==> src/rtl/ps2_pkg.sv <==
// Shared PS/2 definitions: host transmitter state encoding, command bytes and
// the frame parity helper.
package ps2_pkg;

   typedef enum logic [2:0] {
      IDLE      = 3'd0,
      INHIBIT   = 3'd1,
      SEND      = 3'd2,
      ACK       = 3'd3,
      WAIT_IDLE = 3'd4
   } ps2_tx_state_e;

   localparam logic [7:0] PS2_CMD_SET_LED = 8'hED;
   localparam logic [7:0] PS2_CMD_ENABLE  = 8'hF4;
   localparam logic [7:0] PS2_CMD_RESET   = 8'hFF;
   localparam logic [7:0] PS2_ACK         = 8'hFA;

   // PS/2 frames carry odd parity over the eight data bits.
   function automatic logic odd_parity(input logic [7:0] data);
      return ~^data;
   endfunction

endpackage

==> src/rtl/ps2_line_sync.sv <==
// Two-flop synchroniser for the PS/2 clock and data lines plus a one-cycle
// falling-edge strobe on the synchronised clock. Shared with the receive path.
module ps2_line_sync
   import ps2_pkg::*;
(
   input  logic clk,
   input  logic rst,
   input  logic ps2_clk_i,
   input  logic ps2_data_i,
   output logic sync_clk_o,
   output logic sync_data_o,
   output logic fall_o
);

   logic [1:0] meta_q;
   logic [1:0] sync_q;
   logic       clk_prev_q;

   // Flops reset to the idle (released) level so no false edge follows reset.
   always_ff @(posedge clk) begin
      if (rst) begin
         meta_q     <= 2'b11;
         sync_q     <= 2'b11;
         clk_prev_q <= 1'b1;
      end else begin
         meta_q     <= {ps2_data_i, ps2_clk_i};
         sync_q     <= meta_q;
         clk_prev_q <= sync_q[0];
      end
   end

   assign sync_clk_o  = sync_q[0];
   assign sync_data_o = sync_q[1];
   assign fall_o      = clk_prev_q & ~sync_q[0];

endmodule

==> src/rtl/ps2_host_tx.sv <==
// PS/2 host-to-device command transmitter with open-drain line enables.
// Optional macro PS2_HOST_TX_RETRY_EN: one automatic retry and a 'retried' pulse.
module ps2_host_tx
   import ps2_pkg::*;
#(
   parameter int unsigned INHIBIT_CYCLES = 5000,
   parameter int unsigned TIMEOUT_CYCLES = 750000
) (
   input  logic       clk,
   input  logic       rst,
   input  logic       tx_valid,
   input  logic [7:0] tx_data,
   output logic       tx_ready,
   input  logic       ps2_clk_i,
   input  logic       ps2_data_i,
   output logic       ps2_clk_oe,
   output logic       ps2_data_oe,
   output logic       busy,
   output logic       rx_inhibit,
   output logic       done,
   output logic       ack_error,
`ifdef PS2_HOST_TX_RETRY_EN
   output logic       retried,
`endif
   output logic       timeout_error
);

   localparam int unsigned CNT_MAX = (TIMEOUT_CYCLES > INHIBIT_CYCLES) ? TIMEOUT_CYCLES : INHIBIT_CYCLES;
   localparam int unsigned CNT_W   = $clog2(CNT_MAX + 1);
   localparam logic [CNT_W-1:0] INHIBIT_LAST = CNT_W'(INHIBIT_CYCLES - 1);
   localparam logic [CNT_W-1:0] TIMEOUT_LAST = CNT_W'(TIMEOUT_CYCLES - 1);

   logic sync_clk;
   logic sync_data;
   logic fall;

   ps2_line_sync u_sync (
      .clk         (clk),
      .rst         (rst),
      .ps2_clk_i   (ps2_clk_i),
      .ps2_data_i  (ps2_data_i),
      .sync_clk_o  (sync_clk),
      .sync_data_o (sync_data),
      .fall_o      (fall)
   );

   ps2_tx_state_e    state_q, state_d;
   logic [9:0]       frame_q, frame_d;
   logic [3:0]       bit_q, bit_d;
   logic [CNT_W-1:0] cnt_q, cnt_d;
   logic             clk_oe_q, clk_oe_d;
   logic             data_oe_q, data_oe_d;
   logic             done_q, done_d;
   logic             ack_err_q, ack_err_d;
   logic             to_err_q, to_err_d;
   logic             fail;
   logic             fail_timeout;
   logic             give_up;
`ifdef PS2_HOST_TX_RETRY_EN
   logic             retry_used_q, retry_used_d;
   logic             retried_q, retried_d;

   assign give_up = retry_used_q;
`else
   assign give_up = 1'b1;
`endif

   always_comb begin
      state_d      = state_q;
      frame_d      = frame_q;
      bit_d        = bit_q;
      cnt_d        = cnt_q;
      clk_oe_d     = clk_oe_q;
      data_oe_d    = data_oe_q;
      done_d       = 1'b0;
      ack_err_d    = 1'b0;
      to_err_d     = 1'b0;
      fail         = 1'b0;
      fail_timeout = 1'b0;
`ifdef PS2_HOST_TX_RETRY_EN
      retry_used_d = retry_used_q;
      retried_d    = 1'b0;
`endif

      case (state_q)
         IDLE: begin
            clk_oe_d  = 1'b0;
            data_oe_d = 1'b0;
            if (tx_valid) begin
               frame_d  = {1'b1, odd_parity(tx_data), tx_data};
               cnt_d    = '0;
               bit_d    = 4'd0;
               clk_oe_d = 1'b1;
               state_d  = INHIBIT;
`ifdef PS2_HOST_TX_RETRY_EN
               retry_used_d = 1'b0;
`endif
            end
         end

         // Device falls here are ignored: holding the clock aborts the device.
         INHIBIT: begin
            if (cnt_q == INHIBIT_LAST) begin
               cnt_d     = '0;
               clk_oe_d  = 1'b0;
               data_oe_d = 1'b1;
               state_d   = SEND;
            end else begin
               cnt_d = cnt_q + CNT_W'(1);
            end
         end

         SEND, ACK, WAIT_IDLE: begin
            cnt_d = cnt_q + CNT_W'(1);
            if (cnt_q == TIMEOUT_LAST) begin
               fail         = 1'b1;
               fail_timeout = 1'b1;
            end else if (state_q == SEND) begin
               if (fall) begin
                  data_oe_d = ~frame_q[bit_q];
                  bit_d     = bit_q + 4'd1;
                  if (bit_q == 4'd9) begin
                     state_d = ACK;
                  end
               end
            end else if (state_q == ACK) begin
               if (fall) begin
                  if (!sync_data) begin
                     state_d = WAIT_IDLE;
                  end else begin
                     fail = 1'b1;
                  end
               end
            end else if (sync_clk && sync_data) begin
               done_d    = 1'b1;
               clk_oe_d  = 1'b0;
               data_oe_d = 1'b0;
               state_d   = IDLE;
            end
         end

         default: begin
            clk_oe_d  = 1'b0;
            data_oe_d = 1'b0;
            state_d   = IDLE;
         end
      endcase

      if (fail) begin
         if (give_up) begin
            clk_oe_d  = 1'b0;
            data_oe_d = 1'b0;
            ack_err_d = ~fail_timeout;
            to_err_d  = fail_timeout;
            state_d   = IDLE;
         end else begin
            // Second attempt replays the latched frame from a fresh inhibit.
            clk_oe_d  = 1'b1;
            data_oe_d = 1'b0;
            cnt_d     = '0;
            bit_d     = 4'd0;
            state_d   = INHIBIT;
`ifdef PS2_HOST_TX_RETRY_EN
            retry_used_d = 1'b1;
            retried_d    = 1'b1;
`endif
         end
      end
   end

   always_ff @(posedge clk) begin
      if (rst) begin
         state_q   <= IDLE;
         frame_q   <= '0;
         bit_q     <= 4'd0;
         cnt_q     <= '0;
         clk_oe_q  <= 1'b0;
         data_oe_q <= 1'b0;
         done_q    <= 1'b0;
         ack_err_q <= 1'b0;
         to_err_q  <= 1'b0;
`ifdef PS2_HOST_TX_RETRY_EN
         retry_used_q <= 1'b0;
         retried_q    <= 1'b0;
`endif
      end else begin
         state_q   <= state_d;
         frame_q   <= frame_d;
         bit_q     <= bit_d;
         cnt_q     <= cnt_d;
         clk_oe_q  <= clk_oe_d;
         data_oe_q <= data_oe_d;
         done_q    <= done_d;
         ack_err_q <= ack_err_d;
         to_err_q  <= to_err_d;
`ifdef PS2_HOST_TX_RETRY_EN
         retry_used_q <= retry_used_d;
         retried_q    <= retried_d;
`endif
      end
   end

   assign tx_ready      = (state_q == IDLE);
   assign busy          = (state_q != IDLE);
   assign rx_inhibit    = busy;
   assign ps2_clk_oe    = clk_oe_q;
   assign ps2_data_oe   = data_oe_q;
   assign done          = done_q;
   assign ack_error     = ack_err_q;
   assign timeout_error = to_err_q;
`ifdef PS2_HOST_TX_RETRY_EN
   assign retried       = retried_q;
`endif

endmodule

==> config.mk <==
export PLATFORM = sky130hd
export DESIGN_NAME = ps2_host_tx
export DESIGN_NICKNAME = d
export VERILOG_FILES = /design/src/rtl/ps2_pkg.sv /design/src/rtl/ps2_line_sync.sv /design/src/rtl/ps2_host_tx.sv
export SDC_FILE = /design/constraint.sdc
export NUM_CORES = 1
export LEC_CHECK = 0
export CAP_MARGIN = 5
export CORE_MARGIN = 1
export CORE_UTILIZATION = 50
export CTS_BUF_LIST = sky130_fd_sc_hd__clkbuf_8
export CTS_CLUSTER_SIZE = 30
export DETAILED_ROUTE_END_ITERATION = 6
export PLACE_DENSITY = 0.71
export SLEW_MARGIN = 5
export SYNTH_ARGS = -nofsm -noshare
export SYNTH_HDL_FRONTEND = slang
export SYNTH_SLANG_ARGS = --single-unit
==> constraint.sdc <==
create_clock -name clk -period 2.3 [get_ports clk]
set_input_delay 0.46 -clock clk [delete_from_list [all_inputs] [get_ports clk]]
set_output_delay 0.46 -clock clk [all_outputs]
set_load 0.01 [all_outputs]
# Word-level counts from Yosys, hierarchy flattened
# Index checks and enable logic that the tools add are counted.
[word_totals]
reg_bits = 47
inputBits = 13
output_inout_bits = 8
word_cells = 101
[op_classes]
addsub = 2
magnitude_cmp = 1
n_eq_ne = 22
mux = 42
bitwise = 6
n_reduce_logical = 16
[op_table]
columns = ["cell", "count"]
rows = [
  ["$pmux W20 S3", 1],
  ["$mux W20", 2],
  ["$mux W3", 10],
  ["$add A20 B1 Y20 const B", 1],
  ["$eq A20 B13 Y1 const B", 1],
  ["$eq A20 B20 Y1 const B", 1],
  ["$mux W1", 20],
  ["$mux W4", 4],
  ["$ne A2 B2 Y1 const B", 8],
  ["$ne A3 B3 Y1 const B", 5],
  ["$reduce_and A5 Y1", 3],
  ["$pmux W3 S3", 1],
  ["$ne A4 B4 Y1 const B", 2],
  ["$pmux W4 S2", 1],
  ["$reduce_and A8 Y1", 1],
  ["$reduce_xnor A8 Y1", 1],
  ["$eq A3 B2 Y1 const B", 2],
  ["$reduce_bool A3 Y1", 2],
  ["$lt A4 B5 Y1 const B", 1],
  ["$not A1 Y1", 5],
  ["$reduce_or A5 Y1", 1],
  ["$add A4 B1 Y4 const B", 1],
  ["$bmux W1 S4", 1],
  ["$eq A4 B4 Y1 const B", 1],
  ["other kinds (11)", 13],
]

# Longest topological paths before layout
# Gate-level depths: netlist of the first run.
[depth]
word_depth = 9
depth_mapped = 7

# Hierarchy
# Synthesis of the first run repeated with hierarchy kept, for this count alone.
[unflattened]
cells_unflattened = 266
hier_area_um2 = 2344.7
[modules_own_cells]
columns = ["mod", "instances", "cells_per_inst", "area_per_inst_um2", "seq_area_each_um2"]
rows = [
  ["ps2_host_tx", 1, 255, 2207.1, 840.8],
  ["ps2_line_sync", 1, 11, 137.6, 100.1],
]

# Worst setup path after synthesis of the first run
# OpenSTA, ideal clock, no wires.
[synth_path]
path_kind = "register to register"
startpoint = "register cnt_q[15]"
endpoint = "register state_q[0]"
setup_time_ns = 0.072
arrival_time_ns = 1.798
slack_ns = 0.431
stages_incl_launch_ff = 6
path_buffers = 0
path_cell_list = "dfxtp_1 or4b_4 nor3_4 a31oi_2 nor4_4 mux2i_1"
[synth_via]
elab_chain_cells = 4
word_cells_on_any_way = 8
cone_classes = "eq/ne (4); mux (2); reduce/logical (2)"
[synth_rtl]
columns = ["item", "line", "rtl"]
rows = [
  ["from (decl)", "ps2_host_tx.sv:50", "logic [CNT_W-1:0] cnt_q, cnt_d;"],
  ["from (signal assigned)", "ps2_host_tx.sv:190", "cnt_q <= cnt_d;"],
  ["$eq A20 B20 Y1", "ps2_host_tx.sv:115", "if (cnt_q == TIMEOUT_LAST) begin"],
  ["$mux W1", "ps2_host_tx.sv:115", ""],
  ["$mux W1", "ps2_host_tx.sv:85", "case (state_q)"],
  ["$reduce_or A2 Y1 (no source line)", "--", ""],
  ["to (signal assigned)", "ps2_host_tx.sv:187", "state_q <= state_d;"],
  ["to (decl)", "ps2_host_tx.sv:47", "ps2_tx_state_e state_q, state_d;"],
]
# Parallel ways exist; a longest one is shown, timed or not.
# A chain may end at the register's enable or synchronous reset.

# Worst setup path in the final report of the first run
[layout_path]
startpoint = "input port tx_valid"
endpoint = "register cnt_q[11]"
[layout_via]
elab_chain_cells = 2
[layout_rtl]
columns = ["item", "line", "rtl"]
rows = [
  ["from (decl)", "ps2_host_tx.sv:11", "input logic tx_valid,"],
  ["$ne A2 B2 Y1 (no source line)", "--", ""],
  ["$reduce_and A2 Y1 (no source line)", "--", ""],
]
# No other way between the ends.

==> results.yml, run 1 <==
power_and_ir_drop:
  power_leakage_nw: 1.01
  max-vdd-ir-drop_uv: 434
  powerDensity_mw_per_mm2: 804
place:
  hpwl_after_dpl_mm: 3.35
  placement.io_buffers: 20
  globalplace.congestion: 0.908
  post-place-cells: 339
  dpl_cell_area_mm2: 0.00265
worst_hold_path:
  worst_hold_startpoint: "u_sync.meta_q[0]"
  worstHoldEndpoint: "u_sync.sync_q[0]"
  hold_depth: 1
  path_category_of_the_worst_min_delay_check: "reg -> reg"
critical_path:
  timing.setup.critical_path_class: "in -> reg"
  critical_path.endpoint_type: "flop"
  reg2regPathDepth: 5
  worstReg2RegEnd: "state_q[2]"
  setup.reg_to_reg.worst_slack_ns: 0.26
  worst_ep_arrival_time_ns: 2.28
  worst-endpoint-required_ns: 2.54
  worst_setup_path_start_kind: "input pin"
  timing.critical_path.fanout_max: 8
  r2r_start: "cnt_q[15]"
floorplan:
  core.rowCount: 24
  boundaryPins: 21
  chipWidth_um: 70.7
  initial_utilization: 0.530
  dieHeight_um: 70.7
  die-area_mm2: 0.00499
  core_area_mm2: 0.00444
grt:
  grt_pass1_wl_mm: 8.11
  grt-ovfl-total: 0
  first_global_vias: 1800
  antenna_found_initial: 0
  maximum_number_of_pins_on_one_net_before_global_route_repair: 21
  grt.total_usage: 0.206
synthesis:
  synth.mux.area_fraction: 0.0361
  yosys_most_used_dff: "sky130_fd_sc_hd__dfxtp_1"
  synth_area_mm2: 0.00236
  syn_nets: 287
  synth_top_family_by_area: "simple AND/OR/NAND/NOR gates"
  synthesis.instances: 271
  asyncSetResetFlopFracSynth: 0
  yosys.area_share.simple: 0.310
  number_of_flops_mapped_to_enable_cells_by_yosys: 0
  synth-compound-area-share: 0.111
  synth-adder-area-share: 0.0159
  postSynthAreaPerCell_um2: 8.70
  synth_cell_type_count: 54
  synth_seq_cells: 47
  seq_area_frac_synth: 0.399
  yosys_warnings: 0
  yosys.area_share.xor_xnor: 0.0966
layout:
  insertedDiodeCount: 0
  synthesis_to_layout_area_growth_pct: 16.2
  layout-drive-gt1-share: 0.122
  stdcell_count: 346
  fill_cells: 402
  layout.cells.most_common: "sky130_fd_sc_hd__dfxtp_1"
  final_net_count: 310
  layout_common_cells: "47 x sky130_fd_sc_hd__dfxtp_1, 34 x sky130_fd_sc_hd__nand2_1, 30 x sky130_fd_sc_hd__nor2_1"
  finalInstanceArea_mm2: 0.00274
clocking:
  numClockSinks: 47
  postCtsSetupRepairBufs: 0
  cts_htree_levels: 2
  insertion_delay_to_the_later_sink_of_the_worst_skew_pair_ns: 0.31
  clockBufferDepth: 2
  cts.clk_slew.worst_paths_ns: 0.08
  cts_inserted_buffers: 5
  cts_root_buf: "sky130_fd_sc_hd__clkbuf_8"
  tritoncts_clock_tree: "yes"
sta:
  period_utilisation_layout: 0.886
  finalMaxSlewViolations: 0
  worstMarginPinSlew_ns: 0.823
  worst_slew_margin_relative_to_its_limit: 0.447
  final-hold-violation-count: 0
  finalWorstPathRequiredPeriod_ns: 2.04
  max_fclk_mhz: 490
  rsz0062_at_grt: "false"
  finalSetupViolCount: 0
  finalClockSkew_ns: 0.00662
job:
  maxCapViolCount: 0
outcome:
  violations: "DRC"
  status: "finished, violations left"
route:
  detailedRoute.firstIterationViolations: 170
  route.detailed.vias_per_inst: 5.68
  wl_mm: 4.73
  drt-wirelength-per-cell_um: 13.7
  vias: 1964
  detail_route.drc_violations: 6
  drtAntennaViolNets: 0
  detail_route.first_pass.iterations: 6
[per-layer routing]
layer | track usage | wire (um)
met1 | 0.285 | 2350
met2 | 0.306 | 2070
met3 | 0.0413 | 214
met4 | 0.104 | 93
met5 | 0 | 0
[flip-flops by register name, indices dropped and copies added (netlist names)]
register           flops
ack_error              1
bit_q                  4
cnt_q                 20
done                   1
frame_q               10
ps2_clk_oe             1
ps2_data_oe            1
state_q                3
timeout_error          1
u_sync.clk_prev_q      1
u_sync.meta_q          2
u_sync.sync_q          2
[worst max-delay path, cell delays in order]
cell and delay, ns:
sky130_fd_sc_hd__clkdlybuf4s50_1 0.48, sky130_fd_sc_hd__nor4_1 0.10, sky130_fd_sc_hd__nor4_2 0.77, sky130_fd_sc_hd__nand3_1 0.19, sky130_fd_sc_hd__xor2_1 0.19, sky130_fd_sc_hd__nor2_1 0.09
[timing repair]
item	4_1_cts	5_1_grt
endpoints found under the hold margin	0	0
setup endpoints to repair	0	3
hold buffers	0	0
gates resized for setup	0	1
[worst max path at each step]
stage,from,to,slack [ns],depth (start not counted)
finish,tx_valid,cnt_q[11],0.26,6
global route,tx_valid,cnt_q[11],0.12,6
CTS,state_q[2],tx_ready,0.12,2
detailed placement,tx_valid,cnt_q[19],-0.03,6
global placement,tx_valid,cnt_q[19],0.01,6
floorplan,cnt_q[15],state_q[0],0.43,5
[area by class of cell]
cell class | instances | area, um2 | area share
clock inverter | 1 | 5.00 | 0.00183
clock buffer | 6 | 82.6 | 0.0301
multi-input combinational | 206 | 1350 | 0.492
tap | 52 | 65.1 | 0.0237
timing repair buffer | 29 | 280 | 0.102
sequential | 47 | 941 | 0.343
inverter | 5 | 18.8 | 0.00685
[kinds of logic (layout without fill, tap and decap cells)]
group / after synthesis / in the layout
buffers and inverters: 18 / 41
and+or+nand+nor: 131 / 131
adders and majority gates: 3 / 3
xor gates and xnor gates: 26 / 26
AOI/OAI and AO/OA: 40 / 40
DFF: 47 / 47
muxes: 6 / 6
[Yosys cell counts, types with 2 or more instances]
library cell / number / area share
sky130_fd_sc_hd__nand4_1: 10 / 0.027
sky130_fd_sc_hd__nand2b_1: 4 / 0.011
sky130_fd_sc_hd__and2_1: 5 / 0.013
sky130_fd_sc_hd__o21ai_0: 3 / 0.0064
sky130_fd_sc_hd__inv_1: 5 / 0.0080
sky130_fd_sc_hd__and3_1: 5 / 0.013
sky130_fd_sc_hd__or3b_2: 2 / 0.0074
sky130_fd_sc_hd__buf_2: 2 / 0.0042
sky130_fd_sc_hd__or2_2: 5 / 0.013
sky130_fd_sc_hd__and4_1: 2 / 0.0074
sky130_fd_sc_hd__a31o_2: 2 / 0.0074
sky130_fd_sc_hd__nand3b_1: 3 / 0.0096
sky130_fd_sc_hd__or3_1: 2 / 0.0053
sky130_fd_sc_hd__a211oi_1: 2 / 0.0064
sky130_fd_sc_hd__a31oi_1: 2 / 0.0053
sky130_fd_sc_hd__mux4_2: 2 / 0.019
sky130_fd_sc_hd__dfxtp_1: 47 / 0.40
sky130_fd_sc_hd__nor3_1: 5 / 0.011
sky130_fd_sc_hd__ha_1: 3 / 0.016
sky130_fd_sc_hd__xor2_1: 17 / 0.063
sky130_fd_sc_hd__clkbuf_1: 10 / 0.016
sky130_fd_sc_hd__xnor2_1: 9 / 0.033
sky130_fd_sc_hd__a21oi_1: 17 / 0.036
sky130_fd_sc_hd__nor4_1: 2 / 0.0053
sky130_fd_sc_hd__nor2_1: 30 / 0.048
sky130_fd_sc_hd__mux2i_1: 4 / 0.017
sky130_fd_sc_hd__nand2_1: 34 / 0.054
sky130_fd_sc_hd__nand3_1: 11 / 0.023
[report_power, final]
group	total, W	switching (W)	internal (W)
logic	0.000712	0.000365	0.000347
clock network	0.000508	0.000272	0.000236
registers	0.000984	0.0000872	0.000897
[stage by stage]
stage               hold slack (ns)  total power [W]  TNS, ns  worst slack, ns  utilization
floorplan                     0.389          0.00147        0            0.431            -
global placement              0.391          0.00170        0           0.0114        0.596
detailed placement            0.396          0.00171  -0.0696          -0.0313        0.596
CTS                           0.415          0.00222        0            0.124        0.615
global route                  0.429          0.00235        0            0.118        0.617
finish                        0.413          0.00220        0            0.261        0.617
No activity file was read; power rests on OpenSTA's default activity.
==> inputs of run 2 (changes only) <==
--- a/config.mk
+++ b/config.mk
@@ -8,7 +8,7 @@
 export CAP_MARGIN = 5
 export CORE_MARGIN = 1
 export CORE_UTILIZATION = 50
-export CTS_BUF_LIST = sky130_fd_sc_hd__clkbuf_8
+export CTS_BUF_LIST = sky130_fd_sc_hd__clkbuf_8 sky130_fd_sc_hd__clkbuf_16
 export CTS_CLUSTER_SIZE = 30
 export DETAILED_ROUTE_END_ITERATION = 6
 export PLACE_DENSITY = 0.71
==> results of run 2 <==
Final layout, timing and power as in run 1 (identical DEF).
==> inputs of run 3 (changes only) <==
--- a/config.mk
+++ b/config.mk
@@ -5,13 +5,13 @@
 export SDC_FILE = /design/constraint.sdc
 export NUM_CORES = 1
 export LEC_CHECK = 0
+export ABC_AREA = 1
 export CAP_MARGIN = 5
-export CORE_MARGIN = 1
 export CORE_UTILIZATION = 50
 export CTS_BUF_LIST = sky130_fd_sc_hd__clkbuf_8 sky130_fd_sc_hd__clkbuf_16
 export CTS_CLUSTER_SIZE = 30
 export DETAILED_ROUTE_END_ITERATION = 6
-export PLACE_DENSITY = 0.71
+export PLACE_DENSITY = 0.7
 export SLEW_MARGIN = 5
 export SYNTH_ARGS = -nofsm -noshare
 export SYNTH_HDL_FRONTEND = slang
==> results.yml, run 3 <==
synthesis:
  synthesis.instances: 386
  asyncSetResetFlopFracSynth: 0
  synth_top_cell_area_share: 0.366
  postSynthAreaPerCell_um2: 6.67
  most_common_cell_in_the_synthesized_netlist: "sky130_fd_sc_hd__nand2_1"
  yosys_most_used_dff: "sky130_fd_sc_hd__dfxtp_1"
  number_of_flops_mapped_to_enable_cells_by_yosys: 0
  synth_area_leaders: "sky130_fd_sc_hd__dfxtp_1 37%, sky130_fd_sc_hd__nand2_1 12%, sky130_fd_sc_hd__nor2_1 8.0%"
  syn_nets: 402
  seq_area_frac_synth: 0.366
  synth_cell_type_count: 36
  synthDominantAreaCellType: "sky130_fd_sc_hd__dfxtp_1"
  synth_seq_cells: 47
  yosys_warnings: 0
  synth_top_cells_by_count: "83 x sky130_fd_sc_hd__nand2_1, 55 x sky130_fd_sc_hd__nor2_1, 48 x sky130_fd_sc_hd__inv_1, 47 x sky130_fd_sc_hd__dfxtp_1, 34 x sky130_fd_sc_hd__nand3_1"
  synth_area_mm2: 0.00257
critical_path:
  reg2regPathDepth: 10
  crit_buf_inv: 1
  critPathMaxStageDelay_ns: 0.57
  cp_num_cells: 3
  timing.critical_path.fanout_max: 8
  worst_ep_arrival_time_ns: 1.68
  critical-path-top-delay-family: "buffers and inverters"
  slowest_stage: "sky130_fd_sc_hd__clkdlybuf4s50_1"
  timing.setup.critical_path_class: "reg -> out"
  crit_chain: "nor2_2 -> nand2_1 -> clkdlybuf4s50_1"
  critical_path.endpoint_type: "output port"
  worst-endpoint-required_ns: 1.84
  worst_setup_path_start_kind: "flop"
layout:
  insertedDiodeCount: 0
  multi_input_area_mm2: 0.00138
  area.sequential_um2: 941
  final_net_count: 427
  register_bank_with_the_most_flops: "cnt_q"
  synthesis_to_layout_area_growth_pct: 14.7
  largest_register_ffs: 20
  layout-drive-gt1-share: 0.0898
  layout_common_cells: "83 x sky130_fd_sc_hd__nand2_1, 55 x sky130_fd_sc_hd__nor2_1, 49 x sky130_fd_sc_hd__inv_1"
  layout.cells.most_common: "sky130_fd_sc_hd__nand2_1"
  top_registers: "cnt_q x20, frame_q x10, bit_q x4"
  fill_cells: 479
grt:
  maximum_number_of_pins_on_one_net_before_global_route_repair: 15
  grt-ovfl-total: 0
  grt.total_usage: 0.232
  grt_pass1_wl_mm: 9.55
  antenna_found_initial: 0
  first_global_vias: 2149
floorplan:
  core.rowCount: 25
  initial_utilization: 0.531
  core_area_mm2: 0.00485
  dieHeight_um: 73.7
  chipWidth_um: 73.7
  boundaryPins: 21
  die-area_mm2: 0.00544
clocking:
  numClockSinks: 47
  cts_root_buf: "sky130_fd_sc_hd__clkbuf_8"
  tritoncts_clock_tree: "yes"
  clockBufferDepth: 2
  cts.clk_slew.worst_paths_ns: 0.09
  cts_hold_buf: 0
  post_cts_repair_resize_count: 0
  postCtsSetupRepairBufs: 0
  insertion_delay_to_the_later_sink_of_the_worst_skew_pair_ns: 0.31
  cts_inserted_buffers: 5
  cts_htree_levels: 2
route:
  vias: 2451
  route.detailed.vias_per_inst: 5.12
  drt-wirelength-per-cell_um: 11.7
  drtAntennaViolNets: 0
  detail_route.drc_violations: 0
  wl_mm: 5.62
  detail_route.first_pass.iterations: 4
  detailedRoute.firstIterationViolations: 217
power_and_ir_drop:
  power_leakage_nw: 1.23
  powerDensity_mw_per_mm2: 1010
  max-vdd-ir-drop_uv: 517
  totalPowerFinal_w: 0.00297
sta:
  worstMarginPinSlew_ns: 0.423
  worst_slew_margin_relative_to_its_limit: 0.717
  period_utilisation_layout: 0.931
  finalSetupViolCount: 0
  max_fclk_mhz: 467
  final-hold-violation-count: 0
  finalWorstPathRequiredPeriod_ns: 2.14
  setup-tns-final_ns: 0
  finalMaxSlewViolations: 0
  finalClockSkew_ns: 0.00923
  rsz0062_at_grt: "false"
place:
  hpwl_after_dpl_mm: 4.26
  placement.io_buffers: 20
  globalplace.congestion: 0.985
worst_hold_path:
  hold_depth: 1
  path_category_of_the_worst_min_delay_check: "reg -> reg"
job:
  maxCapViolCount: 0
outcome:
  status: "completed"
==> run 3: final timing paths <==
check / endpoint / startpoint / slack, ns
worst max register to register: state_q[0] / cnt_q[0] / 0.39
worst min register to register: u_sync.sync_q[1] / u_sync.meta_q[1] / 0.41
worst max-delay path: rx_inhibit / state_q[2] / 0.16
worst min-delay path: u_sync.sync_q[1] / u_sync.meta_q[1] / 0.41
==> run 3: area by class of cell <==
cell class,instances,area share
clock buffer,5,0.0233
sequential,47,0.319
inverter,55,0.0699
tap,67,0.0284
clock inverter,3,0.00551
multi-input combinational,276,0.467
timing repair buffer,26,0.0873
==> run 3: cells by family (layout without fill, tap and decap cells) <==
| kind of cell | after synthesis | after routing | synth area share |
|---|---|---|---|
| AO/OA/AOI/OAI | 45 | 45 | 0.101 |
| AND/OR/NAND/NOR | 215 | 215 | 0.376 |
| adder cells (fa/ha/maj) | 3 | 3 | 0.0146 |
| buffers and inverters | 63 | 89 | 0.0987 |
| flip-flops | 47 | 47 | 0.366 |
| XOR/XNOR | 13 | 13 | 0.0442 |
==> run 3: power by group <==
group	internal, W	switching (W)	leakage [nW]	total [W]
registers	0.000952	0.000115	0.384	0.00107
clock network	0.000208	0.000284	0.0453	0.000493
logic	0.000543	0.000867	0.800	0.00141
total	0.00170	0.00127	1.23	0.00297
==> run 3: worst register-to-register path: cells and delay by family (launching register included) <==
kind                       cells  cell delay (ns)
adders and majority gates      1             0.23
buffers and inverters          1             0.07
DFF                            1             0.38
and+or+nand+nor                8             1.13
==> run 3: routing by layer <==
metal / up-vias / global-route usage / wire length, um
li1: 1288 / - / -
met1: 1083 / 0.327 / 2820
met2: 70 / 0.333 / 2300
met3: 10 / 0.0658 / 390
met4: 0 / 0.0833 / 108
met5: - / 0 / 0
==> run 3: through the flow <==
step / utilization / area, um2 / hold WS, ns / cells / worst slack [ns]
floorplan: - / 2570 / 0.389 / 386 / 0.757
global placement: 0.591 / 2870 / 0.390 / 471 / 0.329
detailed placement: 0.591 / 2870 / 0.398 / 471 / 0.284
CTS: 0.609 / 2950 / 0.420 / 479 / 0.161
global route: 0.609 / 2950 / 0.440 / 479 / 0.0576
finish: 0.609 / 2950 / 0.413 / 479 / 0.158
